==> src/rtl/prelude_loader_if.sv <==
// Host/loader bus bundle: byte command stream in, byte response stream out,
// CPU run/reset controls and the program-memory port.
// The loader connects through the slave modport; the host/memory side uses master.
//   rx_*       : host -> loader command/data bytes (valid/ready)
//   tx_*       : loader -> host response bytes (valid/ready, held until accepted)
//   cpu_*      : CPU clock enable and one-cycle synchronous reset pulse
//   pmem_*     : program memory write strobe/address/data; pmem_rdata is
//                combinational read data, present only with PRELUDE_LOADER_READBACK_EN
interface prelude_loader_if;
    logic [7:0] rx_data;
    logic       rx_valid;
    logic       rx_ready;
    logic [7:0] tx_data;
    logic       tx_valid;
    logic       tx_ready;
    logic       cpu_run_en;
    logic       cpu_rst;
    logic       pmem_we;
    logic [7:0] pmem_addr;
    logic [7:0] pmem_wdata;
`ifdef PRELUDE_LOADER_READBACK_EN
    logic [7:0] pmem_rdata;
`endif

    // Host / memory side.
    modport master (
        output rx_data, rx_valid, tx_ready,
`ifdef PRELUDE_LOADER_READBACK_EN
        output pmem_rdata,
`endif
        input  rx_ready, tx_data, tx_valid, cpu_run_en, cpu_rst,
        input  pmem_we, pmem_addr, pmem_wdata
    );

    // Loader side.
    modport slave (
        input  rx_data, rx_valid, tx_ready,
`ifdef PRELUDE_LOADER_READBACK_EN
        input  pmem_rdata,
`endif
        output rx_ready, tx_data, tx_valid, cpu_run_en, cpu_rst,
        output pmem_we, pmem_addr, pmem_wdata
    );
endinterface

==> src/rtl/prelude_loader.sv <==
// Purpose: byte-command boot loader; runs/halts/steps/resets a CPU and loads program memory.
// Latency: write strobe same cycle as the data byte handshake; response byte valid the cycle after the command completes.
// Backpressure: rx stalls (rx_ready=0) while a response or readback byte is pending; tx held stable until tx_ready.
//
// Ports:
//   clk    - system clock, all state on the rising edge
//   reset  - asynchronous active-high reset
//   bus    - prelude_loader_if.slave (rx/tx byte streams, CPU controls, program memory port)
//
// Commands (first byte in CMD state), every one answered with 0x06 or 0x15 (unknown):
//   'R' 0x52 run, 'H' 0x48 halt, 'S' 0x53 single step, 'X' 0x58 CPU reset,
//   'L' 0x4C load: addr, count (0 = 256), then count data bytes; CPU reset pulse at end.
//   'D' 0x44 dump: addr, count, then count bytes of memory read back on tx.
//       Present only when PRELUDE_LOADER_READBACK_EN is defined; otherwise 0x44 is unknown.
module prelude_loader (
    input  logic            clk,
    input  logic            reset,
    prelude_loader_if.slave bus
);

    localparam logic [7:0] CMD_RUN   = 8'h52;
    localparam logic [7:0] CMD_HALT  = 8'h48;
    localparam logic [7:0] CMD_STEP  = 8'h53;
    localparam logic [7:0] CMD_RESET = 8'h58;
    localparam logic [7:0] CMD_LOAD  = 8'h4C;
`ifdef PRELUDE_LOADER_READBACK_EN
    localparam logic [7:0] CMD_DUMP  = 8'h44;
`endif
    localparam logic [7:0] RSP_ACK   = 8'h06;
    localparam logic [7:0] RSP_NAK   = 8'h15;

    typedef enum logic [2:0] {
        ST_CMD,
        ST_LD_ADDR,
        ST_LD_CNT,
        ST_LD_DATA,
`ifdef PRELUDE_LOADER_READBACK_EN
        ST_RD_DATA,
`endif
        ST_ACK
    } state_t;

    state_t     state;
    logic       alive;      // low during reset, high from the first edge after release
    logic       run;        // persistent run flag ('R'/'H')
    logic       step;       // single-cycle enable after 'S'
    logic       cpu_rst_q;
    logic       tx_valid_q;
    logic [7:0] tx_q;
    logic [7:0] addr;
    logic [7:0] cnt;        // bytes remaining minus one, so a count byte of 0 gives 256
`ifdef PRELUDE_LOADER_READBACK_EN
    logic       rd_mode;    // address/count phase belongs to a dump rather than a load
`endif

    logic rx_fire;
    logic tx_fire;

    assign rx_fire = bus.rx_valid && bus.rx_ready;
    assign tx_fire = bus.tx_valid && bus.tx_ready;

    always_ff @(posedge clk or posedge reset) begin
        if (reset) begin
            state      <= ST_CMD;
            alive      <= 1'b0;
            run        <= 1'b0;
            step       <= 1'b0;
            cpu_rst_q  <= 1'b0;
            tx_valid_q <= 1'b0;
            tx_q       <= 8'h00;
            addr       <= 8'h00;
            cnt        <= 8'h00;
`ifdef PRELUDE_LOADER_READBACK_EN
            rd_mode    <= 1'b0;
`endif
        end else begin
            alive     <= 1'b1;
            // Pulses default low and are raised for exactly one cycle below.
            step      <= 1'b0;
            cpu_rst_q <= 1'b0;

            case (state)
                ST_CMD: begin
                    if (rx_fire) begin
                        case (bus.rx_data)
                            CMD_RUN: begin
                                run        <= 1'b1;
                                tx_q       <= RSP_ACK;
                                tx_valid_q <= 1'b1;
                                state      <= ST_ACK;
                            end
                            CMD_HALT: begin
                                run        <= 1'b0;
                                tx_q       <= RSP_ACK;
                                tx_valid_q <= 1'b1;
                                state      <= ST_ACK;
                            end
                            CMD_STEP: begin
                                run        <= 1'b0;
                                step       <= 1'b1;
                                tx_q       <= RSP_ACK;
                                tx_valid_q <= 1'b1;
                                state      <= ST_ACK;
                            end
                            CMD_RESET: begin
                                run        <= 1'b0;
                                cpu_rst_q  <= 1'b1;
                                tx_q       <= RSP_ACK;
                                tx_valid_q <= 1'b1;
                                state      <= ST_ACK;
                            end
                            CMD_LOAD: begin
                                // CPU stops on the very next cycle so it never
                                // executes from a half-written image.
                                run     <= 1'b0;
`ifdef PRELUDE_LOADER_READBACK_EN
                                rd_mode <= 1'b0;
`endif
                                state   <= ST_LD_ADDR;
                            end
`ifdef PRELUDE_LOADER_READBACK_EN
                            CMD_DUMP: begin
                                run     <= 1'b0;
                                rd_mode <= 1'b1;
                                state   <= ST_LD_ADDR;
                            end
`endif
                            default: begin
                                tx_q       <= RSP_NAK;
                                tx_valid_q <= 1'b1;
                                state      <= ST_ACK;
                            end
                        endcase
                    end
                end

                ST_LD_ADDR: begin
                    if (rx_fire) begin
                        addr  <= bus.rx_data;
                        state <= ST_LD_CNT;
                    end
                end

                ST_LD_CNT: begin
                    if (rx_fire) begin
                        cnt <= bus.rx_data - 8'd1;
`ifdef PRELUDE_LOADER_READBACK_EN
                        if (rd_mode) begin
                            // First readback byte is already on pmem_rdata.
                            tx_valid_q <= 1'b1;
                            state      <= ST_RD_DATA;
                        end else begin
                            state <= ST_LD_DATA;
                        end
`else
                        state <= ST_LD_DATA;
`endif
                    end
                end

                ST_LD_DATA: begin
                    if (rx_fire) begin
                        addr <= addr + 8'd1;
                        if (cnt == 8'h00) begin
                            cpu_rst_q  <= 1'b1;
                            tx_q       <= RSP_ACK;
                            tx_valid_q <= 1'b1;
                            state      <= ST_ACK;
                        end else begin
                            cnt <= cnt - 8'd1;
                        end
                    end
                end

`ifdef PRELUDE_LOADER_READBACK_EN
                ST_RD_DATA: begin
                    if (tx_fire) begin
                        addr <= addr + 8'd1;
                        if (cnt == 8'h00) begin
                            // tx_valid stays high; the ACK byte follows directly.
                            tx_q  <= RSP_ACK;
                            state <= ST_ACK;
                        end else begin
                            cnt <= cnt - 8'd1;
                        end
                    end
                end
`endif

                ST_ACK: begin
                    if (tx_fire) begin
                        tx_valid_q <= 1'b0;
                        state      <= ST_CMD;
                    end
                end

                default: state <= ST_CMD;
            endcase
        end
    end

    assign bus.rx_ready = alive && ((state == ST_CMD) || (state == ST_LD_ADDR) ||
                                    (state == ST_LD_CNT) || (state == ST_LD_DATA));
    assign bus.tx_valid = tx_valid_q;

    // Readback bytes come straight from the combinational memory read so the
    // address register alone selects the byte; it only moves on a tx handshake,
    // which keeps tx_data stable while the host stalls.
`ifdef PRELUDE_LOADER_READBACK_EN
    assign bus.tx_data = (state == ST_RD_DATA) ? bus.pmem_rdata : tx_q;
`else
    assign bus.tx_data = tx_q;
`endif

    assign bus.cpu_run_en = run || step;
    assign bus.cpu_rst    = cpu_rst_q;

    // Writes coincide with the data byte handshake.
    assign bus.pmem_we    = (state == ST_LD_DATA) && rx_fire;
    assign bus.pmem_addr  = addr;
    assign bus.pmem_wdata = (state == ST_LD_DATA) ? bus.rx_data : 8'h00;

endmodule

==> src/flat_wrapper.sv <==
// flat-port wrapper written by rule: the top's interface ports become plain ports
module prelude_loader_flat 
  (clk, reset, bus_rx_data, bus_rx_valid, bus_tx_ready, bus_rx_ready, bus_tx_data, bus_tx_valid, bus_cpu_run_en, bus_cpu_rst, bus_pmem_we, bus_pmem_addr, bus_pmem_wdata);
  prelude_loader_if bus_i ();
  input  logic clk;
  input  logic reset;
  input wire logic [$bits(bus_i.rx_data)-1:0] bus_rx_data;
  input wire logic [$bits(bus_i.rx_valid)-1:0] bus_rx_valid;
  input wire logic [$bits(bus_i.tx_ready)-1:0] bus_tx_ready;
  output wire logic [$bits(bus_i.rx_ready)-1:0] bus_rx_ready;
  output wire logic [$bits(bus_i.tx_data)-1:0] bus_tx_data;
  output wire logic [$bits(bus_i.tx_valid)-1:0] bus_tx_valid;
  output wire logic [$bits(bus_i.cpu_run_en)-1:0] bus_cpu_run_en;
  output wire logic [$bits(bus_i.cpu_rst)-1:0] bus_cpu_rst;
  output wire logic [$bits(bus_i.pmem_we)-1:0] bus_pmem_we;
  output wire logic [$bits(bus_i.pmem_addr)-1:0] bus_pmem_addr;
  output wire logic [$bits(bus_i.pmem_wdata)-1:0] bus_pmem_wdata;
  assign bus_i.rx_data = bus_rx_data;
  assign bus_i.rx_valid = bus_rx_valid;
  assign bus_i.tx_ready = bus_tx_ready;
  assign bus_rx_ready = bus_i.rx_ready;
  assign bus_tx_data = bus_i.tx_data;
  assign bus_tx_valid = bus_i.tx_valid;
  assign bus_cpu_run_en = bus_i.cpu_run_en;
  assign bus_cpu_rst = bus_i.cpu_rst;
  assign bus_pmem_we = bus_i.pmem_we;
  assign bus_pmem_addr = bus_i.pmem_addr;
  assign bus_pmem_wdata = bus_i.pmem_wdata;
  prelude_loader u_core (.clk(clk), .reset(reset), .bus(bus_i));
endmodule
==> config.mk <==
export PLATFORM = sky130hd
export DESIGN_NAME = prelude_loader_flat
export DESIGN_NICKNAME = d
export VERILOG_FILES = /design/src/rtl/prelude_loader_if.sv /design/src/rtl/prelude_loader.sv /design/src/flat_wrapper.sv
export SDC_FILE = /design/constraint.sdc
export NUM_CORES = 1
export LEC_CHECK = 0
export BUFFER_PORTS_ARGS = -buffer_cell sky130_fd_sc_hd__clkbuf_2
export CAP_MARGIN = 20
export CELL_PAD_IN_SITES_DETAIL_PLACEMENT = 1
export CELL_PAD_IN_SITES_GLOBAL_PLACEMENT = 2
export CORE_MARGIN = 2
export CORE_UTILIZATION = 33
export CTS_BUF_LIST = sky130_fd_sc_hd__clkbuf_8
export CTS_CLUSTER_DIAMETER = 40
export DETAILED_ROUTE_END_ITERATION = 10
export GPL_TIMING_DRIVEN = 0
export PLACE_DENSITY_LB_ADDON = 0.2
export SETUP_SLACK_MARGIN = 0.15
export SYNTH_ARGS = -nofsm -noshare
export SYNTH_HDL_FRONTEND = slang
export SYNTH_SLANG_ARGS = --single-unit
==> constraint.sdc <==
create_clock -name clk -period 3.01 [get_ports clk]
set_input_delay 0.1505 -clock clk [delete_from_list [all_inputs] [get_ports clk]]
set_output_delay 0.1505 -clock clk [all_outputs]
set_load 0.02 [all_outputs]
==> flow_metrics.env <==
export IMPL_area_delta_synth_final_pct=20.4
export IMPL_gr_usage_all_layers_pct=20.0
export IMPL_grt_setup_unrepaired="yes"
export IMPL_worst_pin_slew_ps=1020
export IMPL_vias=1845
export IMPL_synth_commonest_cells="27 x dfrtp_1, 21 x a21oi_1, 15 x nor2_1"
export IMPL_synthArstFlopShare_pct=100
export IMPL_initial_utilization_pct=34.2
export IMPL_clockRootBuffer="clkbuf_8"
export IMPL_ys_ff_latch=27
export IMPL_synthCells=218
export IMPL_cts_buffers=3
export IMPL_synthFlopType="dfrtp_1"
export IMPL_grt_pass1_vias=1861
export IMPL_rows=27
export IMPL_pwr_share_seq_pct=56.0
export IMPL_startpoint_type="register"
export IMPL_synth_top_area_share_pct=35.9
export IMPL_die_x_microns=79.5
export IMPL_place_gp_congestion=0.741
export IMPL_multi_input_area_sq_um=1100
export IMPL_leakagePower_nw=1.06
export IMPL_cts_max_path_buffers=2
export IMPL_holdCritPathClass="input pin to register"
export IMPL_netSwitchingFraction_pct=26.1
export IMPL_yosysMostFrequentCell="dfrtp_1"
export IMPL_diodes=0
export IMPL_min_path_cells=4
export IMPL_htreeDepth=1
export IMPL_clkSlewWorstSetupHoldPaths_ps=100
export IMPL_drtIter0Drc=69
export IMPL_switchingPower_uw=170
export IMPL_clock_skew_ps=2.89
export IMPL_ys_seq_area_share_pct=35.9
export IMPL_placed_cell_area_sq_um=2190
export IMPL_die_area_sq_um=6320
export IMPL_tritoncts="yes"
export IMPL_power_internal_uw=481
export IMPL_required_ps=3200
export IMPL_clk_latency_ps=280
export IMPL_io_buffers=36
export IMPL_synthesis_area_sq_um=1880
export IMPL_final_max_slew_viol_count=0
export IMPL_grt_max_degree=19
export IMPL_grt_ovfl_total=0
export IMPL_grt_pass1_wl_mm=9.69
export IMPL_ys_top_cells_by_area="dfrtp_1 36%, a21oi_1 5.6%, and2_1 3.3%"
export IMPL_core_area_sq_um=5510
export IMPL_fillers=691
export IMPL_die_height_microns=79.5
export IMPL_worstSetupPathType="register to register"
export IMPL_synth_warning_count=0
export IMPL_final_area_sq_um=2270
export IMPL_first_pass_iters=4
export IMPL_crit_arrival_ps=2810
export IMPL_p_clk_share_pct=33.2
export IMPL_wl_per_cell_microns=17.9
export IMPL_ios=41
export IMPL_synth_cell_types=56
export IMPL_slew_headroom_pct=31.9
export IMPL_cap_violations=0
export IMPL_finalSetupViolCount=0
export IMPL_worst_setup_path_end_kind="register"
export IMPL_pre_cts_slack_ps=30.7
export IMPL_finalHoldViolations=0
export IMPL_worstPathMaxFanout=10
export IMPL_max_freq_ghz=0.382
export IMPL_drc_errors=0
export IMPL_status="finished clean"
export IMPL_finalWirelength_mm=6.01
export IMPL_period_minus_slack_ps=2620
export IMPL_fin_nets=279
export IMPL_clock_sinks=27
export IMPL_seq_area_sq_um=676
export IMPL_avgViaCountPerCell=5.49
export IMPL_fin_crit_sh_pct=87.1
export IMPL_yosysTopAreaCell="dfrtp_1"
export IMPL_synth_edf_count=0
export IMPL_syn_avg_cell_area_sq_um=8.63
export IMPL_irDropWorstVdd_mv=0.149
export IMPL_power_total_uw=651
export IMPL_reg2reg_depth=10
export IMPL_p_comb_share_pct=10.8
export IMPL_power_density_nw_per_um2=287
export IMPL_ant_nets=0
export IMPL_fin_ws_ps=390
export IMPL_place_hpwl_mm=4.39
export IMPL_antenna_found_initial=0
export IMPL_drive_gt1_share_pct=26.5
export IMPL_finalSetupTns_ps=0
==> cell type report <==
cell class	instances	area share [%]
Multi-Input combinational cell	171	48.5
Sequential cell	27	29.8
Timing Repair Buffer	39	9.94
Buffer	18	4.91
Tap cell	72	3.98
Clock buffer	3	1.82
Inverter	5	0.828
Clock inverter	1	0.166
==> power by group through the flow <==
| stage | sequential [mW] | clock [mW] | combinational (mW) |
|---|---|---|---|
| CTS | 0.364 | 0.226 | 0.0688 |
| floorplan | 0.371 | 0 | 0.0366 |
| detailed placement | 0.371 | 0 | 0.0673 |
| global route | 0.364 | 0.236 | 0.0768 |
| global placement | 0.371 | 0 | 0.0623 |
| finish | 0.364 | 0.216 | 0.0702 |
==> stage by stage <==
stage	utilization (%)	hold WS, ps	cells
after detailed placement	39.8	200	330
after global routing	41.1	220	336
final	41.1	189	336
after global placement	39.3	454	329
after CTS	40.9	182	335
after floorplan	-	203	221
==> cells by family after synthesis <==
logic type | after synthesis | synth area share (%)
AO/OA/AOI/OAI | 62 | 22.0
adder cells (fa/ha/maj) | 2 | 1.33
buffers and inverters | 23 | 6.85
flip-flops | 27 | 35.9
multiplexers | 4 | 2.46
other | 2 | 0.399
AND/OR/NAND/NOR | 98 | 31.1
==> worst paths after layout <==
path | from | to | slack [ps]
worst max-delay path | u_core.state[2]$_DFFE_PP0P_ | u_core.cnt[4]$_DFFE_PP0P_ | 390
max in group asynchronous | reset | u_core.state[1]$_DFFE_PP0P_ | 2110
worst min-delay path | bus_tx_ready | u_core.bus.tx_valid$_DFFE_PP0P_ | 190
worst min register to register | u_core.bus.tx_data[2]$_DFFE_PP0P_ | u_core.bus.tx_data[2]$_DFFE_PP0P_ | 480
min in group asynchronous | reset | u_core.bus.pmem_addr[7]$_DFFE_PP0P_ | 420
worst max register to register | u_core.state[2]$_DFFE_PP0P_ | u_core.cnt[4]$_DFFE_PP0P_ | 390
==> repair_timing <==
item | in CTS | in global routing
gates resized for setup | 1 | 3
gates cloned | 0 | 0
setup endpoints to repair | 2 | 2
hold buffers | 1 | 0
setup buffers | 0 | 1
endpoints found under the hold margin | 9 | 0
==> registers in the layout (all words and copies together) (netlist names) <==
signal,flops
u_core.state,3
u_core.step,1
u_core.bus.tx_data,3
u_core.alive,1
u_core.run,1
u_core.cnt,8
u_core.bus.pmem_addr,8
u_core.bus.tx_valid,1
u_core.bus.cpu_rst,1
==> layer usage <==
| layer | GRT usage, % | wire length [microns] | up-vias |
|---|---|---|---|
| li1 | - | - | 904 |
| met1 | 28.5 | 2900 | 895 |
| met2 | 32.0 | 2800 | 44 |
| met3 | 2.04 | 277 | 2 |
| met4 | 5.69 | 28 | 0 |
| met5 | 0 | 0 | - |
==> layout by cell type, fill, tap and decap left out, types with 4 or more instances in the layout <==
master    count
nand4b_1      4
nor3_1        6
buf_2         7
nor2b_1       4
nor2_1       15
a21oi_1      21
nor3b_1       4
and2_1       10
nand3_1      12
and3_1        4
nand2_1      11
buf_4         6
clkbuf_2     37
dfrtp_1      27
nor4_1        7
inv_1         6
o21ai_0       9
conb_1        5
==> critical path: stages, from the launching register on <==
cell and delay [ps]:
dfrtp_1 490, and3b_1 210, buf_2 170, buf_2 190, clkbuf_2 190, a21oi_1 180, ha_1 320, nor3b_1 280
nand2b_1 140, a32oi_1 90, a311oi_1 270
(Power assumes the default switching activity.)
